File: src/rtl/mesm6_mem_pkg.sv
// Shared widths and controller state encoding for the MESM-6 memory responder.
package mesm6_mem_pkg;

    localparam int unsigned WORD_BITS = 48;
    localparam int unsigned ADDR_BITS = 15;

    typedef enum logic [2:0] {
        IDLE,
        D_ACC,
        D_CAP,
        I_ACC,
        I_CAP,
        RESP
    } memctl_state_t;

endpackage

File: src/rtl/mesm6_memctl.sv
// Serves the MESM-6 instruction and data buses from one single-port synchronous RAM,
// data access first, and completes both buses together in a single response cycle.
module mesm6_memctl
    import mesm6_mem_pkg::*;
#(
    parameter int unsigned WAIT_STATES = 0
) (
    input  logic                 clk,
    input  logic                 reset,
    input  logic                 ibus_fetch,
    input  logic [ADDR_BITS-1:0] ibus_addr,
    output logic [WORD_BITS-1:0] ibus_input,
    output logic                 ibus_done,
    input  logic                 dbus_read,
    input  logic                 dbus_write,
    input  logic [ADDR_BITS-1:0] dbus_addr,
    input  logic [WORD_BITS-1:0] dbus_output,
    output logic [WORD_BITS-1:0] dbus_input,
    output logic                 dbus_done,
    output logic                 ram_en,
    output logic                 ram_we,
    output logic [ADDR_BITS-1:0] ram_addr,
    output logic [WORD_BITS-1:0] ram_wdata,
    input  logic [WORD_BITS-1:0] ram_rdata
);

    localparam logic [3:0] WAIT_INIT = 4'(WAIT_STATES);

    memctl_state_t        state, state_next;
    logic                 pend_d, pend_i, d_wr;
    logic [ADDR_BITS-1:0] i_addr;
    logic [3:0]           wait_cnt;
    logic                 d_req;
    logic                 acc_last;

    assign d_req    = dbus_read | dbus_write;
    assign acc_last = (wait_cnt == 4'd0);

    always_comb begin
        state_next = state;
        unique case (state)
            IDLE: begin
                if (d_req)           state_next = D_ACC;
                else if (ibus_fetch) state_next = I_ACC;
                else                 state_next = IDLE;
            end
            D_ACC: begin
                if (acc_last) begin
                    if (!d_wr)       state_next = D_CAP;
                    else if (pend_i) state_next = I_ACC;
                    else             state_next = RESP;
                end
            end
            D_CAP:   state_next = pend_i ? I_ACC : RESP;
            I_ACC:   state_next = acc_last ? I_CAP : I_ACC;
            I_CAP:   state_next = RESP;
            RESP:    state_next = IDLE;
            default: state_next = IDLE;
        endcase
    end

    assign ram_en    = (state == D_ACC) || (state == I_ACC);
    assign ram_we    = (state == D_ACC) && d_wr;
    assign ibus_done = (state == RESP) && pend_i;
    assign dbus_done = (state == RESP) && pend_d;

    always_ff @(posedge clk) begin
        if (reset) begin
            state      <= IDLE;
            pend_d     <= 1'b0;
            pend_i     <= 1'b0;
            d_wr       <= 1'b0;
            i_addr     <= '0;
            wait_cnt   <= 4'd0;
            ibus_input <= '0;
            dbus_input <= '0;
            ram_addr   <= '0;
            ram_wdata  <= '0;
        end else begin
            state <= state_next;

            // Counter restarts on every entry into an ACC state, including D_ACC -> I_ACC.
            if ((state_next == D_ACC || state_next == I_ACC) && state_next != state) begin
                wait_cnt <= WAIT_INIT;
            end else if (!acc_last) begin
                wait_cnt <= wait_cnt - 4'd1;
            end

            case (state)
                IDLE: begin
                    pend_d <= d_req;
                    d_wr   <= dbus_write;
                    pend_i <= ibus_fetch;
                    i_addr <= ibus_addr;
                    if (d_req) begin
                        ram_addr  <= dbus_addr;
                        ram_wdata <= dbus_output;
                    end else if (ibus_fetch) begin
                        ram_addr <= ibus_addr;
                    end
                end
                D_ACC: begin
                    if (state_next == I_ACC) ram_addr <= i_addr;
                end
                D_CAP: begin
                    dbus_input <= ram_rdata;
                    if (state_next == I_ACC) ram_addr <= i_addr;
                end
                I_CAP: begin
                    ibus_input <= ram_rdata;
                end
                default: ;
            endcase
        end
    end

endmodule

File: config.mk
export PLATFORM = sky130hd
export DESIGN_NAME = mesm6_memctl
export DESIGN_NICKNAME = d
export VERILOG_FILES = /design/src/rtl/mesm6_mem_pkg.sv /design/src/rtl/mesm6_memctl.sv
export SDC_FILE = /design/constraint.sdc
export NUM_CORES = 1
export LEC_CHECK = 0
export BUFFER_PORTS_ARGS = -buffer_cell sky130_fd_sc_hd__buf_2
export CAP_MARGIN = 20
export CORE_ASPECT_RATIO = 0.6
export CORE_MARGIN = 4
export CORE_UTILIZATION = 43
export DETAILED_ROUTE_END_ITERATION = 8
export PLACE_DENSITY = 0.86
export SYNTH_ARGS = -nofsm -noshare
export SYNTH_HDL_FRONTEND = slang
export SYNTH_SLANG_ARGS = --single-unit
File: constraint.sdc
create_clock -name clk -period 2.1 [get_ports clk]
set_input_delay 0.315 -clock clk [delete_from_list [all_inputs] [get_ports clk]]
set_output_delay 0.315 -clock clk [all_outputs]
set_load 0.05 [all_outputs]
# Word level (Yosys, flattened, before mapping)
# Index checks and enable logic that the tools add are counted.
# Widths: inputs -> output; s select.
# word_totals
word_cells	46
out_inout_bits	163
register_bits	184
inputBits	131
# classes
eq_ne	10
muxes	11
addsub	1
bitwise	1
reduce_logical	13
# ops
op	count
$mux 15	3
$pmux 15 s2	1
$pmux 3 s5	1
$mux 3	4
$eq 3x2->1 const B	3
$eq 3x1->1 const B	2
$eq 3x3->1 const B	2
$logic_and 1x1->1	4
$logic_not 4->1	1
$mux 2	2
$reduce_or 2->1	2
$sub 4x1->4 const B	1
$logic_not 3->1	1
$ne 3x3->1	1
$ne 3x3->1 const B	1
$reduce_and 3->1	1
$logic_or 1x1->1	2
$ne 2x1->1 const B	1
$reduce_and 2->1	1
$reduce_bool 2->1	1
$or 1x1->1	1

# Depth between registers and ports, before layout
# Gate-level depths: netlist of run 1.
# depth
depth_word	8
mapped_depth	8
mapped_depth_nobuf	7

# Worst setup path before layout of run 1
# No wires, ideal clock.
# synth_path
kind	reg-to-reg
start	register wait_cnt[0]
end	register ram_addr[10]
setup_slack_ps	12
stages_incl_launch_ff	9
setup_ps	121
period_less_slack_ps	2088
arrival_time_ps	1967
required_ps	1979
n_path_buf	1
path_cell_list	dfxtp_1 inv_1 ha_1 nor3b_4 a32o_1 nor4_2 a21oi_2 buf_6 mux2_4
# synth_between
elab_chain_len	6
elab_cells_between_ends	7
classes_between	eq/ne (2); mux (3); reduce/logical (2)
# synth_lines
item	line	source
start: declaration	mesm6_memctl.sv:32	logic [3:0] wait_cnt;
start signal: assignment	mesm6_memctl.sv:86	wait_cnt <= wait_cnt - 4'd1;
$logic_not 4->1 (*)	mesm6_memctl.sv:37	assign acc_last = (wait_cnt == 4'd0);
$mux 3, on equally long branches	mesm6_memctl.sv:55, mesm6_memctl.sv:48	
$pmux 3 s5 (*)	mesm6_memctl.sv:41	unique case (state)
$eq 3x2->1 (*)	mesm6_memctl.sv:103, mesm6_memctl.sv:107	
$ne 2x1->1 (no line) (*)	n/a	
$reduce_and 3->1 (no line) (*)	n/a	
end signal: assignment	mesm6_memctl.sv:99	ram_addr <= ibus_addr;
end signal: assignment	mesm6_memctl.sv:103	if (state_next == I_ACC) ram_addr <= i_addr;
end signal: assignment	mesm6_memctl.sv:107	if (state_next == I_ACC) ram_addr <= i_addr;
end: declaration	mesm6_memctl.sv:22	output logic [ADDR_BITS-1:0] ram_addr,
# Every way passes the cells marked *; elsewhere a longest branch is shown, timed or not.
# A chain may end at the register's enable or synchronous reset.

# Final worst setup path of run 1
# layout_path
start	register wait_cnt[1]
end	register ram_addr[5]
# The elaborated chain is that of the path after synthesis.

==> results of run 1 <==
worst paths after layout:
path	end	slack, ns
max reg2reg	ram_addr[5]	0.07
max	ram_addr[5]	0.07
min	ram_wdata[31]	0.13
min reg2reg	ram_wdata[14]	0.45
repair_timing:
action                     CTS  global route
cloned                       0             1
pin swaps                    1             0
resized for setup            1            10
setup endpoints to repair   15            16
buffers inserted             0             5
cells in the mapped netlist (2+ instances only):
cell type / n
nand2_1: 324
dfxtp_1: 184
a21oi_1: 165
clkbuf_1: 40
nor2_1: 24
mux2_2: 20
mux2i_1: 15
buf_2: 13
and2b_1: 12
mux2_4: 10
nor2b_1: 8
nor3_1: 4
a31oi_1: 3
and2_1: 3
buf_6: 3
nand2b_1: 3
and3_1: 2
buf_4: 2
ha_1: 2
inv_1: 2
nand3_1: 2
o21ai_0: 2
or3_1: 2
xnor2_1: 2
registers in the layout (all words and copies together) (netlist names):
signal      cells
ram_addr       15
d_wr            1
dbus_input     48
pend_i          1
state           3
wait_cnt        4
ibus_input     48
i_addr         15
ram_wdata      48
pend_d          1
placed cells by master, fill, tap and decap left out, drive strengths merged, types with 5 or more instances in the layout:
cell	count
nand2	324
buf	313
dfxtp	184
a21oi	166
mux2	30
nor2	24
clkbuf	19
mux2i	15
and2b	12
inv	11
nor2b	8
nor3	5
per-layer routing:
| layer | GRT usage (%) | share of wire [%] |
|---|---|---|
| met1 | 27.0 | 43 |
| met2 | 35.8 | 48 |
| met3 | 7.51 | 7.9 |
| met4 | 4.89 | 0.76 |
| met5 | 0 | 0.064 |
stage by stage:
stage	instances	cell area, µm²	utilization, %	total power, mW	hold slack (ns)
2_1_floorplan	860	7040	-	7.94	0.432
3_3_place_gp	1311	8760	55.9	9.13	0.438
3_5_place_dp	1311	8760	55.9	9.24	0.443
4_1_cts	1343	9370	59.7	12.4	0.111
5_1_grt	1349	9460	60.3	13.1	0.112
6_report	1349	9460	60.3	12.4	0.128
report_power, final:
part | switching, mW | internal, mW | leakage, nW | total, mW
sequential | 0.342 | 4.07 | 1.50 | 4.41
clock | 1.50 | 1.63 | 0.290 | 3.14
combinational | 3.42 | 1.43 | 2.54 | 4.85
total | 5.27 | 7.13 | 4.33 | 12.4
worst max-delay path, cell delays in order, from the launching register on:
cell       delay (ns)
dfxtp_2          0.34
inv_2            0.05
ha_4             0.15
nor3b_4          0.16
a32o_2           0.30
nor4_4           0.30
a21oi_4          0.13
clkbuf_16        0.19
mux2_4           0.29
cell families (layout without fill, tap and decap cells):
| logic type | after synthesis | after routing | synth area share (%) |
|---|---|---|---|
| and+or+nand+nor | 389 | 389 | 22.8 |
| AOI/OAI and AO/OA | 176 | 176 | 12.9 |
| xor gates and xnor gates | 2 | 2 | 0.249 |
| adders and majority gates | 2 | 2 | 0.355 |
| DFF | 184 | 184 | 52.3 |
| buffers and inverters | 62 | 348 | 4.03 |
| muxes | 45 | 45 | 7.46 |
cell type report:
class | count | area [µm²] | area share [%]
Timing Repair Buffer | 314 | 1770 | 18.7
Multi-Input combinational cell | 614 | 3150 | 33.3
Clock buffer | 18 | 439 | 4.64
Tap cell | 203 | 254 | 2.69
Inverter | 2 | 7.51 | 0.0794
Clock inverter | 14 | 153 | 1.61
Sequential cell | 184 | 3690 | 39.0
==> summary.txt, run 1 <==
DR vias = 6761
Clock Path Buffers = 2
Setup ws final = 0.0749 ns
Post-synth EDFFs = 0
Unique masters post-synth = 37
Core area = 15700 µm²
Maximum clock frequency = 494 MHz
Hold Buf Count CTS = 0
Worst skew pair latency = 0.42 ns
Drt total wl = 20.4 mm
Boundary Pins = 294
Cells after synthesis = 860
Buffers on Ports = 293
Die area = 18600 µm²
Setup Skew = 0.0138 ns
Total CTS buffers = 17
Overall Global Routing Usage = 21.5%
CTS Sinks = 184
Crit path required time = 2.40 ns
First-pass DRT Iterations = 4
Setup TNS = 0 ns
Minimum clock period = 2.03 ns
H-tree level count = 4
Leakage = 4.33 nW
Die H = 107 µm
Ys async rst share = 0%
Iter 0 DRT Violations = 567
Synth top area cells = dfxtp_1 52%, nand2_1 17%, a21oi_1 12%
HPWL Detailed = 14.6 mm
ANT cells = 0
Vias in the first global route = 6606
Initial antenna violation count = 1
Power per Cell Area = 1310 nW/µm²
Pre-CTS WS = -0.0295 ns
Class of the worst hold path = in2reg
Residual DRC = 0
Final hold viol count = 0
Die W = 173 µm
Global-route wire length before repair = 33.1 mm
Pin count of the biggest net entering global routing = 85
Setup Viol. Count Final = 0
Starting Density = 44.9%
Final worst-path cycle share = 96.4%
Yosys warns = 0
Clk pin slew, worst setup/hold paths = 0.08 ns
P&R area growth vs syn = 34.3%
Clock root buffer = clkbuf_16
Final Max Tran Viols = 0
Hold Path Stages = 3
Avg Cell Area, Syn = 8.19 µm²
Worst vdd ir = 0.718 mV
MaxCap Viol Count = 0
Status = complete, no violations
Routability congestion estimate = 0.815
TritonCTS clock tree = yes
Fraction of layout cells with a size suffix above 1 = 34.5%
Cell count of the worst reg-to-reg path = 8
Synth top area share = 52.3%
Total gr overflow = 0
Yosys reg bits = 184
Critical path data arrival time = 2.33 ns
Netlist Area Pre-Place = 7040 µm²
Fill count = 1396
CP startpoint kind = register
Row Count = 35
Fin nets = 1266
CP startpoint = wait_cnt[1]
Post-route ant nets = 0
Max-slew headroom = 73.3%
Critical R2R Launch = wait_cnt[1]
Worst slew pin tran = 0.401 ns
Avg WL per Cell = 15.1 µm
Worst Path Max Fanout = 7
Ys flop type = dfxtp_1
Vias per cell = 5.01
CP Capture Type = register
Hold Startpoint = dbus_output[31]
Register area share after synthesis = 52.3%
Top cell type by total area after synthesis = dfxtp_1
Syn Nets = 993
Kind of critical path = reg2reg
(Power assumes the default switching activity.)
==> inputs of run 2 (changes only) <==
HOLD_SLACK_MARGIN = 0.06   (was not set)
MAX_ROUTING_LAYER = met4   (was not set)
==> run 2 against run 1 <==
Compared with the run above: global-route usage rose by 0.61 points; highest routed layer is now met4; largest cell class unchanged; sequential power barely moved; power barely moved; sequential share of layout area barely moved; critical path type unchanged.
==> summary.txt, run 2 (same netlist as run 1, synthesis figures left out) <==
Largest regs = dbus_input: 48 flops, ibus_input: 48 flops, ram_wdata: 48 flops
CP Capture Type = register
Commonest cells after routing, fill and taps aside = 323 x nand2_1, 292 x buf_2, 181 x dfxtp_1, 165 x a21oi_1, 23 x nor2_1
DR vias = 6733 (-0.41%)
Die H = 107 µm (unchanged)
Total gr overflow = 0 (unchanged)
Clock root buffer = clkbuf_16
Class of the worst hold path = in2reg
Kind of critical path = reg2reg
Crit path required time = 2.40 ns (about the same)
Final worst-path cycle share = 97.2% (+0.73 points)
Core area = 15700 µm² (unchanged)
Die W = 173 µm (unchanged)
Pin count of the biggest net entering global routing = 85 (unchanged)
Switching Fraction = 42.5% (about the same)
Initial antenna violation count = 1 (unchanged)
Seq pwr share = 35.6% (about the same)
Critical R2R Launch = wait_cnt[1]
Placed cell count = 1311 (unchanged)
Residual DRC = 0 (unchanged)
Area of the multi-input gates = 3150 µm² (unchanged)
Clock power share = 25.3% (about the same)
Hold Buf Count CTS = 0 (unchanged)
Minimum clock period = 2.04 ns (+0.0154 ns)
Vias per cell = 4.99 (-0.41%)
Worst vdd ir = 0.646 mV (-10%)
CTS Sinks = 184 (unchanged)
Hold Path Stages = 3 (unchanged)
Setup Viol. Count Final = 0 (unchanged)
Routability congestion estimate = 0.827 (+1.5%)
First-pass DRT Iterations = 5 (+1)
Cell count of the worst reg-to-reg path = 8 (unchanged)
Clock Path Buffers = 2 (unchanged)
Drt total wl = 20.5 mm (+0.55%)
Iter 0 DRT Violations = 573 (+1.1%)
Hold Startpoint = dbus_output[31]
H-tree level count = 4 (unchanged)
Post-route ant nets = 0 (unchanged)
Most common cell after layout, fill and taps aside = nand2_1
Max-slew headroom = 72.4% (-0.91 points)
Combinational Power Share = 39.1% (about the same)
Avg WL per Cell = 15.2 µm (+0.55%)
Status = complete, no violations
Final Max Tran Viols = 0 (unchanged)
Total CTS buffers = 17 (unchanged)
M2 GR Usage = 35.7% (-0.056 points)
Boundary Pins = 294 (unchanged)
Power per Cell Area = 1310 nW/µm² (about the same)
Starting Density = 44.9% (unchanged)
CP startpoint kind = register
GRT busiest layer = met2
Clk pin slew, worst setup/hold paths = 0.08 ns (about the same)
TritonCTS clock tree = yes
Buffers on Ports = 293 (unchanged)
Worst Path Max Fanout = 7 (unchanged)
Internal = 7.13 mW (about the same)
Worst slew pin tran = 0.411 ns (+0.0104 ns)
Worst skew pair latency = 0.42 ns (about the same)
P&R area growth vs syn = 34.2% (about the same)
Fill count = 1395 (-0.072%)
Maximum clock frequency = 490 MHz (-0.75%)
RSZ-0062 raised after global routing = yes
Net switching power = 5.27 mW (about the same)
Final hold viol count = 0 (unchanged)
Fin nets = 1265 (-0.079%)
Finished Layout Cells = 1349 (unchanged)
Critical path data arrival time = 2.34 ns (about the same)
Overall power = 12.4 mW (about the same)
Row Count = 35 (unchanged)
Worst reg2reg setup slack = 0.06 ns (-0.02 ns)
GR Util met3 = 6.17% (-1.3 points)
HPWL Detailed = 14.6 mm (unchanged)
Leakage = 4.32 nW (-0.12%)
Setup Skew = 0.0140 ns (+0.000253 ns)
MaxCap Viol Count = 0 (unchanged)
Overall Global Routing Usage = 22.1% (+0.61 points)
Global-route wire length before repair = 33.1 mm (about the same)
Hold EP = ram_wdata[31]
FF/Latch Area = 3690 µm² (unchanged)
Met1 GRT Util = 27.9% (+0.87 points)
Reg2reg end = ram_addr[5]
Vias in the first global route = 6608 (+0.030%)
Die area = 18600 µm² (unchanged)
Fraction of layout cells with a size suffix above 1 = 34.4% (-0.057 points)
run 2: changes by cell type in the layout (fill, tap and decap cells not counted):
cell     previous run  this run
buf_4              10         9
diode_2             0         1
run 2: power by group through the flow:
stage | combinational, mW | clock [mW] | sequential, mW
floorplan | 1.85 | 0 | 6.09
global placement | 4.69 | 0 | 4.44
detailed placement | 4.76 | 0 | 4.49
CTS | 4.78 | 3.22 | 4.41
global route | 5.18 | 3.38 | 4.49
finish | 4.84 | 3.13 | 4.42
run 2: what timing repair did:
item	CTS	global route
resized for setup	1	10
pin swaps	1	0
gates cloned	0	1
setup endpoints to repair	15	16
buffers inserted	0	4
run 2: per-layer routing:
layer,share of wire [%],vias to the layer above
met3,7.1,14
met2,48,227
met1,44,3147
met5,0,-
li1,-,3345
met4,0.74,0
run 2: final cells by class:
type / count / area share (%)
inverters: 2 / 0.0794
repair buffers: 313 / 18.7
diodes: 1 / 0.0265
flip-flops and latches: 184 / 39.0
well taps: 203 / 2.69
clock buffers: 18 / 4.65
clock inverters: 14 / 1.61
multi-input cells: 614 / 33.3
run 2: worst max path at each step:
stage	start	to	slack, ns
5_1_grt	wait_cnt[1]	ram_addr[10]	-0.02
3_5_place_dp	wait_cnt[1]	ram_addr[13]	-0.03
6_report	wait_cnt[1]	ram_addr[5]	0.06
3_3_place_gp	wait_cnt[1]	ram_addr[9]	0.05
4_1_cts	wait_cnt[1]	ram_addr[3]	0.01
2_1_floorplan	wait_cnt[0]	ram_addr[10]	0.01
run 2: stage by stage:
stage	setup WS [ns]	instance area [µm²]	util (%)	TNS [ns]	hold WS [ns]
global route	-0.0226	9450	60.3	-0.171	0.114
CTS	0.0115	9370	59.7	0	0.111
finish	0.0596	9450	60.3	0	0.127
global placement	0.0465	8760	55.9	0	0.438
floorplan	0.0121	7040	-	0	0.432
detailed placement	-0.0295	8760	55.9	-0.250	0.443
run 2: worst max-delay path: stages, from the launching register on:
cell and delay [ns]:
dfxtp_2 0.34, inv_2 0.05, ha_4 0.15, nor3b_4 0.16
a32o_2 0.30, nor4_4 0.30, a21oi_4 0.13, clkbuf_16 0.20
mux2_4 0.29
